## src/rtl/uart_pkg.sv

```systemverilog
// UART shared definitions: sequencer state encoding and default frame geometry.
// Imported by both the receive and the transmit sequencers.
package uart_pkg;

  typedef enum logic [2:0] {
    IDLE,
    START,
    DATA,
    STOP,
    BREAK
  } uart_state_e;

  localparam int DEF_WIDTH      = 8;
  localparam int DEF_OVERSAMPLE = 16;

endpackage

```

## src/rtl/uart_rx_sequencer_if.sv

```systemverilog
// Receive-side consumer bundle: word, valid/ready handshake, error pulses.
// master = sequencer (drives word/flags), slave = consumer (drives rx_ready).
interface uart_rx_sequencer_if #(
  parameter int WIDTH = 8
);
  logic [WIDTH-1:0] rx;
  logic             rx_valid;
  logic             rx_ready;
  logic             frame_err;
  logic             overrun;

  modport master (
    output rx, rx_valid, frame_err, overrun,
    input  rx_ready
  );

  modport slave (
    input  rx, rx_valid, frame_err, overrun,
    output rx_ready
  );
endinterface

```

## src/rtl/uart_rx_sequencer_sync2.sv

```systemverilog
// Two-flop synchronizer for an asynchronous single-bit input.
// Ports: clk, reset (sync, active-high), d (async in), q (synchronized out).
module sync2 #(
  parameter logic RST_VAL = 1'b1
) (
  input  logic clk,
  input  logic reset,
  input  logic d,
  output logic q
);

  logic meta_q;
  logic sync_q;

  always_ff @(posedge clk) begin
    if (reset) begin
      meta_q <= RST_VAL;
      sync_q <= RST_VAL;
    end else begin
      meta_q <= d;
      sync_q <= meta_q;
    end
  end

  assign q = sync_q;

endmodule

```

## src/rtl/uart_rx_sequencer.sv

```systemverilog
// UART receive control FSM: start qualify, mid-bit sampling, stop check.
// Ports: clk, reset, baud tick, data line, busy; bus = word/handshake/flags.
module uart_rx_sequencer
  import uart_pkg::*;
#(
  parameter int WIDTH      = DEF_WIDTH,
  parameter int OVERSAMPLE = DEF_OVERSAMPLE
) (
  input  logic clk,
  input  logic reset,
  input  logic baud,
  input  logic data,
  output logic busy,
  uart_rx_sequencer_if.master bus
);

  localparam int TW = $clog2(OVERSAMPLE);
  localparam int BW = (WIDTH > 1) ? $clog2(WIDTH) : 1;

  localparam logic [TW-1:0] MID   = TW'(OVERSAMPLE / 2 - 1);
  localparam logic [TW-1:0] LAST  = TW'(OVERSAMPLE - 1);
  localparam logic [BW-1:0] BLAST = BW'(WIDTH - 1);

  logic sd;

  uart_state_e      state_q;
  logic [TW-1:0]    tick_q;
  logic [BW-1:0]    bit_q;
  logic [WIDTH-1:0] shift_q;
  logic [WIDTH-1:0] rx_q;
  logic             rx_valid_q;
  logic             frame_err_q;
  logic             overrun_q;

  sync2 #(.RST_VAL(1'b1)) u_sync (
    .clk   (clk),
    .reset (reset),
    .d     (data),
    .q     (sd)
  );

  always_ff @(posedge clk) begin
    frame_err_q <= 1'b0;
    overrun_q   <= 1'b0;
    if (rx_valid_q && bus.rx_ready) begin
      rx_valid_q <= 1'b0;
    end
    if (reset) begin
      state_q    <= IDLE;
      tick_q     <= '0;
      bit_q      <= '0;
      shift_q    <= '0;
      rx_q       <= '0;
      rx_valid_q <= 1'b0;
    end else if (baud) begin
      unique case (state_q)
        IDLE: begin
          if (!sd) begin
            state_q <= START;
            tick_q  <= '0;
          end
        end
        START: begin
          if (tick_q == MID) begin
            tick_q  <= '0;
            bit_q   <= '0;
            // high at mid-start means a glitch, not a frame
            state_q <= sd ? IDLE : DATA;
          end else begin
            tick_q <= tick_q + TW'(1);
          end
        end
        DATA: begin
          if (tick_q == LAST) begin
            tick_q  <= '0;
            shift_q <= {sd, shift_q[WIDTH-1:1]};
            if (bit_q == BLAST) begin
              bit_q   <= '0;
              state_q <= STOP;
            end else begin
              bit_q <= bit_q + BW'(1);
            end
          end else begin
            tick_q <= tick_q + TW'(1);
          end
        end
        STOP: begin
          if (tick_q == LAST) begin
            tick_q <= '0;
            if (!sd) begin
              frame_err_q <= 1'b1;
              state_q     <= BREAK;
            end else begin
              state_q <= IDLE;
              // a word being accepted this cycle frees the slot
              if (!rx_valid_q || bus.rx_ready) begin
                rx_q       <= shift_q;
                rx_valid_q <= 1'b1;
              end else begin
                overrun_q <= 1'b1;
              end
            end
          end else begin
            tick_q <= tick_q + TW'(1);
          end
        end
        BREAK: begin
          if (sd) begin
            state_q <= IDLE;
          end
        end
        default: state_q <= IDLE;
      endcase
    end
  end

  assign busy          = (state_q != IDLE);
  assign bus.rx        = rx_q;
  assign bus.rx_valid  = rx_valid_q;
  assign bus.frame_err = frame_err_q;
  assign bus.overrun   = overrun_q;

endmodule

```

## src/flat_wrapper.sv

```systemverilog
// flat-port wrapper written by rule: the top's interface ports become plain ports
module uart_rx_sequencer_flat import uart_pkg::*;
#(
  parameter int WIDTH      = DEF_WIDTH,
  parameter int OVERSAMPLE = DEF_OVERSAMPLE
)
  (clk, reset, baud, data, busy, bus_rx, bus_rx_valid, bus_frame_err, bus_overrun, bus_rx_ready);
  uart_rx_sequencer_if #(.WIDTH(WIDTH)) bus_i ();
  input  logic clk;
  input  logic reset;
  input  logic baud;
  input  logic data;
  output logic busy;
  output wire logic [$bits(bus_i.rx)-1:0] bus_rx;
  output wire logic [$bits(bus_i.rx_valid)-1:0] bus_rx_valid;
  output wire logic [$bits(bus_i.frame_err)-1:0] bus_frame_err;
  output wire logic [$bits(bus_i.overrun)-1:0] bus_overrun;
  input wire logic [$bits(bus_i.rx_ready)-1:0] bus_rx_ready;
  assign bus_rx = bus_i.rx;
  assign bus_rx_valid = bus_i.rx_valid;
  assign bus_frame_err = bus_i.frame_err;
  assign bus_overrun = bus_i.overrun;
  assign bus_i.rx_ready = bus_rx_ready;
  uart_rx_sequencer #(.WIDTH(WIDTH), .OVERSAMPLE(OVERSAMPLE)) u_core (.clk(clk), .reset(reset), .baud(baud), .data(data), .busy(busy), .bus(bus_i));
endmodule
```

## config.mk

```make
export PLATFORM = sky130hd
export DESIGN_NAME = uart_rx_sequencer_flat
export DESIGN_NICKNAME = d
export VERILOG_FILES = /design/src/rtl/uart_pkg.sv /design/src/rtl/uart_rx_sequencer_if.sv /design/src/rtl/uart_rx_sequencer_sync2.sv /design/src/rtl/uart_rx_sequencer.sv /design/src/flat_wrapper.sv
export SDC_FILE = /design/constraint.sdc
export NUM_CORES = 1
export LEC_CHECK = 0
export BUFFER_PORTS_ARGS = -buffer_cell sky130_fd_sc_hd__buf_2
export CAP_MARGIN = 20
export CORE_UTILIZATION = 30
export DETAILED_ROUTE_END_ITERATION = 10
export GPL_TIMING_DRIVEN = 1
export PLACE_DENSITY = 0.49
export SYNTH_ARGS = -nofsm -noshare
export SYNTH_HDL_FRONTEND = slang
export SYNTH_HIERARCHICAL = 1
export SYNTH_SLANG_ARGS = --single-unit
export TNS_END_PERCENT = 50
```

## constraint.sdc

```tcl
create_clock -name clk -period 1.95 [get_ports clk]
set_clock_uncertainty 0.1 [all_clocks]
set_input_delay 0.2925 -clock clk [delete_from_list [all_inputs] [get_ports clk]]
set_output_delay 0.2925 -clock clk [all_outputs]
set_load 0.01 [all_outputs]
```

* After elaboration in Yosys (flattened, before gate mapping)
Index checks and enable logic that the tools add are counted.
Storage, ports and cells: register bits after elaboration 31
Cells by class: add/sub/neg operators 2, eq/ne operators 13, mux-type cells 25, bitwise operators 4, reductions and logical operators 15
Operators with widths (number):
- 2-to-1 mux 3 bit | 10
- case mux 3 bit (5 select lines) | 1
- 2-to-1 mux 4 bit | 3
- case mux 4 bit (3 select lines) | 1
- 2-to-1 mux 1 bit | 8
- inequality test 2 x 1 -> 1 bit, second input constant | 4
- AND reduction 7 bit | 1
- equality test 3 x 2 -> 1 bit, second input constant | 2
- equality test 3 bit, second input constant | 2
- case mux 3 bit (2 select lines) | 1
- AND reduction 3 bit | 2
- nonzero test 3 bit | 2
- AND reduction 5 bit | 1
- OR reduction 5 bit | 1
- adder 4 x 1 -> 4 bit, second input constant | 1
- equality test 4 x 3 -> 1 bit, second input constant | 1
- equality test 4 bit, second input constant | 1
- inequality test 2 bit, second input constant | 2
- NOT 1 bit | 4
- AND reduction 4 bit | 1
- OR reduction 4 bit | 1
- adder 3 x 1 -> 3 bit, second input constant | 1
- equality test 3 x 1 -> 1 bit, second input constant | 1
- logical NOT 3 bit | 1
- other kinds (6) | 6

* Longest topological paths before layout
depth after elaboration 7, mapped depth 6, mapped depth without buffers 5

* By module
Netlist, hierarchy kept.
By module, submodules not included:
- uart_rx_sequencer | times used 1, cells an instance 132, area an instance 1260.0 um2, sequential area each 580.6 um2
- sync2 | times used 1, cells an instance 4, area an instance 52.6 um2, sequential area each 40.0 um2

* Worst setup path before layout
Ideal clock, no wire load.
path type register to register, from reg u_core.tick_q[0], to reg u_core.rx_q[0], in the netlist u_core/bus.rx[0], library setup time 0.128 ns, data arrival time 1.562 ns, data required time 1.722 ns, slack 0.160 ns, stages on the path, launching flop included 7, path buffers 1, clock period less this slack 1.790 ns, cell sequence dfxtp_1 > ha_1 > nand4b_1 > nor4b_1 > buf_2 > mux2i_1 > nor2_1
Between the ends: cells in the longest elaborated chain, start to end 2
Ends and longest elaborated chain:
- from (decl) | line uart_rx_sequencer.sv:27 | logic [TW-1:0] tick_q;
- from (signal assigned) | line uart_rx_sequencer.sv:70 | tick_q <= tick_q + TW'(1);
- from (signal assigned) | line uart_rx_sequencer.sv:84 | tick_q <= tick_q + TW'(1);
- from (signal assigned) | line uart_rx_sequencer.sv:104 | tick_q <= tick_q + TW'(1);
- equality test 4 bit | line uart_rx_sequencer.sv:88 | if (tick_q == LAST) begin
- AND reduction 5 bit (no source line)
- to (signal assigned) | line uart_rx_sequencer.sv:97 | rx_q <= shift_q;
- to (decl) | line uart_rx_sequencer.sv:30 | logic [WIDTH-1:0] rx_q;
Every way passes these cells. A chain may end at the register's enable or synchronous reset.

* Worst setup path in the final report
from reg u_core.tick_q[0], to reg u_core.tick_q[3]
Between the ends: cells in the longest elaborated chain, start to end 3
Ends and longest elaborated chain:
- adder 4 x 1 -> 4 bit (tied with other cells) | line uart_rx_sequencer.sv:70, uart_rx_sequencer.sv:84, uart_rx_sequencer.sv:104
- 2-to-1 mux 4 bit, on equally long branches | line uart_rx_sequencer.sv:74, uart_rx_sequencer.sv:88, uart_rx_sequencer.sv:64
- case mux 4 bit (3 select lines) * | line uart_rx_sequencer.sv:56 | unique case (state_q)
Every way passes the cells marked *; elsewhere a longest branch is shown, timed or not.

==> out/results.ini <==
[run]
cap_violations = 0

[global_route]
grt_first_pass_wirelength_mm = 4.43
met3_usage_pct = 4.00
overflow = 0
grt_pass1_vias = 1012
grt_max_degree = 35
busiest_layer = met2
antenna_found_initial = 0
track_usage_pct = 13.1
gr-usage-met2_pct = 20.8
gr-usage-met1_pct = 15.5

[setup_path]
crit_arrival_ns = 1.94
crit_cells = 5
crit_buf_inv = 1
startpoint_type = flip-flop
ff2ff_path_depth = 5
criticalPathCategory = flip-flop to flip-flop
path_cells = ha_1 > buf_4 > a311o_1 > or4_1 > a21oi_1
critPathMaxStageDelay_ns = 0.47
endpoint_kind = flip-flop
worstPathRequired_ns = 2.06
cp_max_fo = 4
crit_path_top_delay_cell = or4_1
cp_top_family = compound AO/OA/AOI/OAI gates

[cells_and_area]
drive_gt1_share_pct = 25.8
nets = 170
area_growth_pct = 23.7
n_antenna_cell = 0
final_area_um2 = 1620
n_fill_cell = 439

[drt]
wl_mm = 2.61
drt_drc_violations_left = 0
drtPass1Iterations = 3
drt_iter0_markers = 44
wl_per_cell_um = 12.3
vias_per_cell = 4.82
postRouteAntennaNets = 0
vias = 1026

[pwr]
vdd_drop_max_v = 0.000476
p_sw_share_pct = 19.9
power.density_nw_per_um2 = 815
power.internal_mw = 1.06
power.switching_mw = 0.263
p_leak_nw = 0.612
p_seq_share_pct = 48.2
p_comb_share_pct = 2.5
clkPwrFrac_pct = 49.3

[floorplan]
io_pins = 17
core-area_um2 = 4090
die-area_um2 = 4640
num_rows = 23
fp.dieH_um = 68.1
start_util_pct = 32.1
die_x_um = 68.1

[clocking]
htree_levels = 2
cts_max_path_buffers = 2
cts_root_buf = clkbuf_8
clk_pin_slew_ns = 0.07
cts_tree = built
postCtsHoldBufs = 0
cts_buffers = 5
cts.sinks = 31
clock_latency_ns = 0.28

[outcome]
status = completed

[timing]
fmax_mhz = 548
tns_ns = 0
setup_viol = 0
hold_viol = 0
maxSlewViolCount = 0
slew_headroom_pct = 61.7
period_share_pct = 93.6
tightest_slew_ns = 0.575
period_minus_slack_ns = 1.82
rsz0062_at_grt = no

[synthesis]
yosysWarnings = 6
netlist_instances = 136
synth_flop_cell = dfxtp_1
syn_nets = 144
synth-seq-area-share_pct = 47.3
syn_area_um2 = 1310
async_reset_ff_share_pct = 0
synth-edff-count = 0
ys_types = 34
ys_ff_latch = 31
avgSynthCellArea_um2 = 9.65

[place]
place_congestion = 0.795
dpl.hpwl_mm = 1.85
placed_area_um2 = 1500
port_buffers = 16

[min_path]
hold_depth = 2
hold_class = primary input to flip-flop

-- power by group through the flow --
stage | logic (mW) | registers, mW | clock network (mW)
4_1_cts | 0.0338 | 0.638 | 0.663
2_1_floorplan | 0.0231 | 0.651 | 0
5_1_grt | 0.0380 | 0.638 | 0.686
6_report | 0.0330 | 0.638 | 0.653
3_5_place_dp | 0.0337 | 0.652 | 0
3_3_place_gp | 0.0326 | 0.652 | 0
-- through the flow --
stage,power (mW),std cells,hold slack [ns],worst slack (ns),util (%)
4_1_cts,1.33,212,0.0868,0.0826,39.5
3_5_place_dp,0.686,204,0.292,0.106,36.7
2_1_floorplan,0.674,136,0.283,0.160,-
3_3_place_gp,0.685,204,0.296,0.177,36.7
6_report,1.32,213,0.0910,0.125,39.7
5_1_grt,1.36,213,0.0949,0.0159,39.7
-- placed cells by master (no fill, tap or decap) --
cell	instances
a21oi_1	8
xnor2_1	1
inv_1	3
nand2_1	6
buf_12	1
or3_1	2
or3_2	1
nor2_1	23
nor4_1	1
nor3_4	1
ha_1	3
or3b_2	1
buf_4	9
a2bb2oi_1	1
a22oi_1	1
nand4b_1	1
nand3_1	3
nor4b_2	1
nand2b_1	3
clkbuf_8	6
a211o_1	1
a211o_2	2
o41ai_1	1
dfxtp_2	1
a311o_1	1
nor3_1	2
dfxtp_1	30
buf_2	16
clkinv_2	1
nor4b_1	1
o21ai_0	4
nand3b_1	2
or2_1	2
mux2i_1	17
bufinv_16	1
a32o_1	1
or2_2	1
or4_1	3
-- cells by family after synthesis --
group           Yosys count  synth area share [%]
xor+xnor                  1                 0.667
mux                      17                  13.0
fa+ha+maj                 3                  2.86
buf+inv                  10                  4.19
simple gates             54                  21.8
compound gates           20                  10.2
flops                    31                  47.3
-- synthesized netlist by cell type (3+ instances only) --
master	number	area (um2)
nand2b_1	3	18.8
o21ai_0	4	20.0
inv_1	3	11.3
dfxtp_1	31	621
mux2i_1	17	170
nor2_1	23	86.3
nand3_1	3	15.0
or4_1	3	22.5
ha_1	3	37.5
nand2_1	6	22.5
a21oi_1	8	40.0
-- final timing paths --
kind	slack (ns)	end	startpoint
worst min register to register	0.31	u_core/u_sync/q$_SDFF_PP1_	u_core/u_sync/meta_q$_SDFF_PP1_
worst max register to register	0.13	u_core/tick_q[3]$_SDFFE_PP0P_	u_core/tick_q[0]$_SDFFE_PP0P_
worst max-delay path	0.13	u_core/tick_q[3]$_SDFFE_PP0P_	u_core/tick_q[0]$_SDFFE_PP0P_
worst min-delay path	0.09	u_core/u_sync/meta_q$_SDFF_PP1_	data
-- what timing repair did --
item	in CTS	in global routing
buffers inserted	0	1
resized for setup	0	1
setup endpoints to repair	0	8
-- state kept, by name, indices dropped and copies added, names as in the netlist --
| signal | count |
|---|---|
| u_core/shift_q | 8 |
| u_core/bit_q | 3 |
| u_core/state_q | 3 |
| u_core/bus.rx | 8 |
| u_core/bus.rx_valid | 1 |
| u_core/u_sync/meta_q | 1 |
| u_core/u_sync/q | 1 |
| u_core/bus.frame_err | 1 |
| u_core/bus.overrun | 1 |
| u_core/tick_q | 4 |
-- metal layers --
layer  vias to the layer above  routed length [um]
met4                         0                  46
met3                         5                  93
met2                        13                1170
li1                        534                   -
met1                       474                1300
met5                         -                   0
-- cell type report --
type                       count  area (um2)  area share (%)
clock buffer                   6        82.6            5.08
clock inverter                 2        35.0            2.16
inverter                       3        11.3           0.693
multi-input combinational     95         643            39.6
sequential                    31         622            38.3
tap                           50        62.6            3.85
timing repair buffer          26         168            10.3
(Power assumes the default switching activity.)
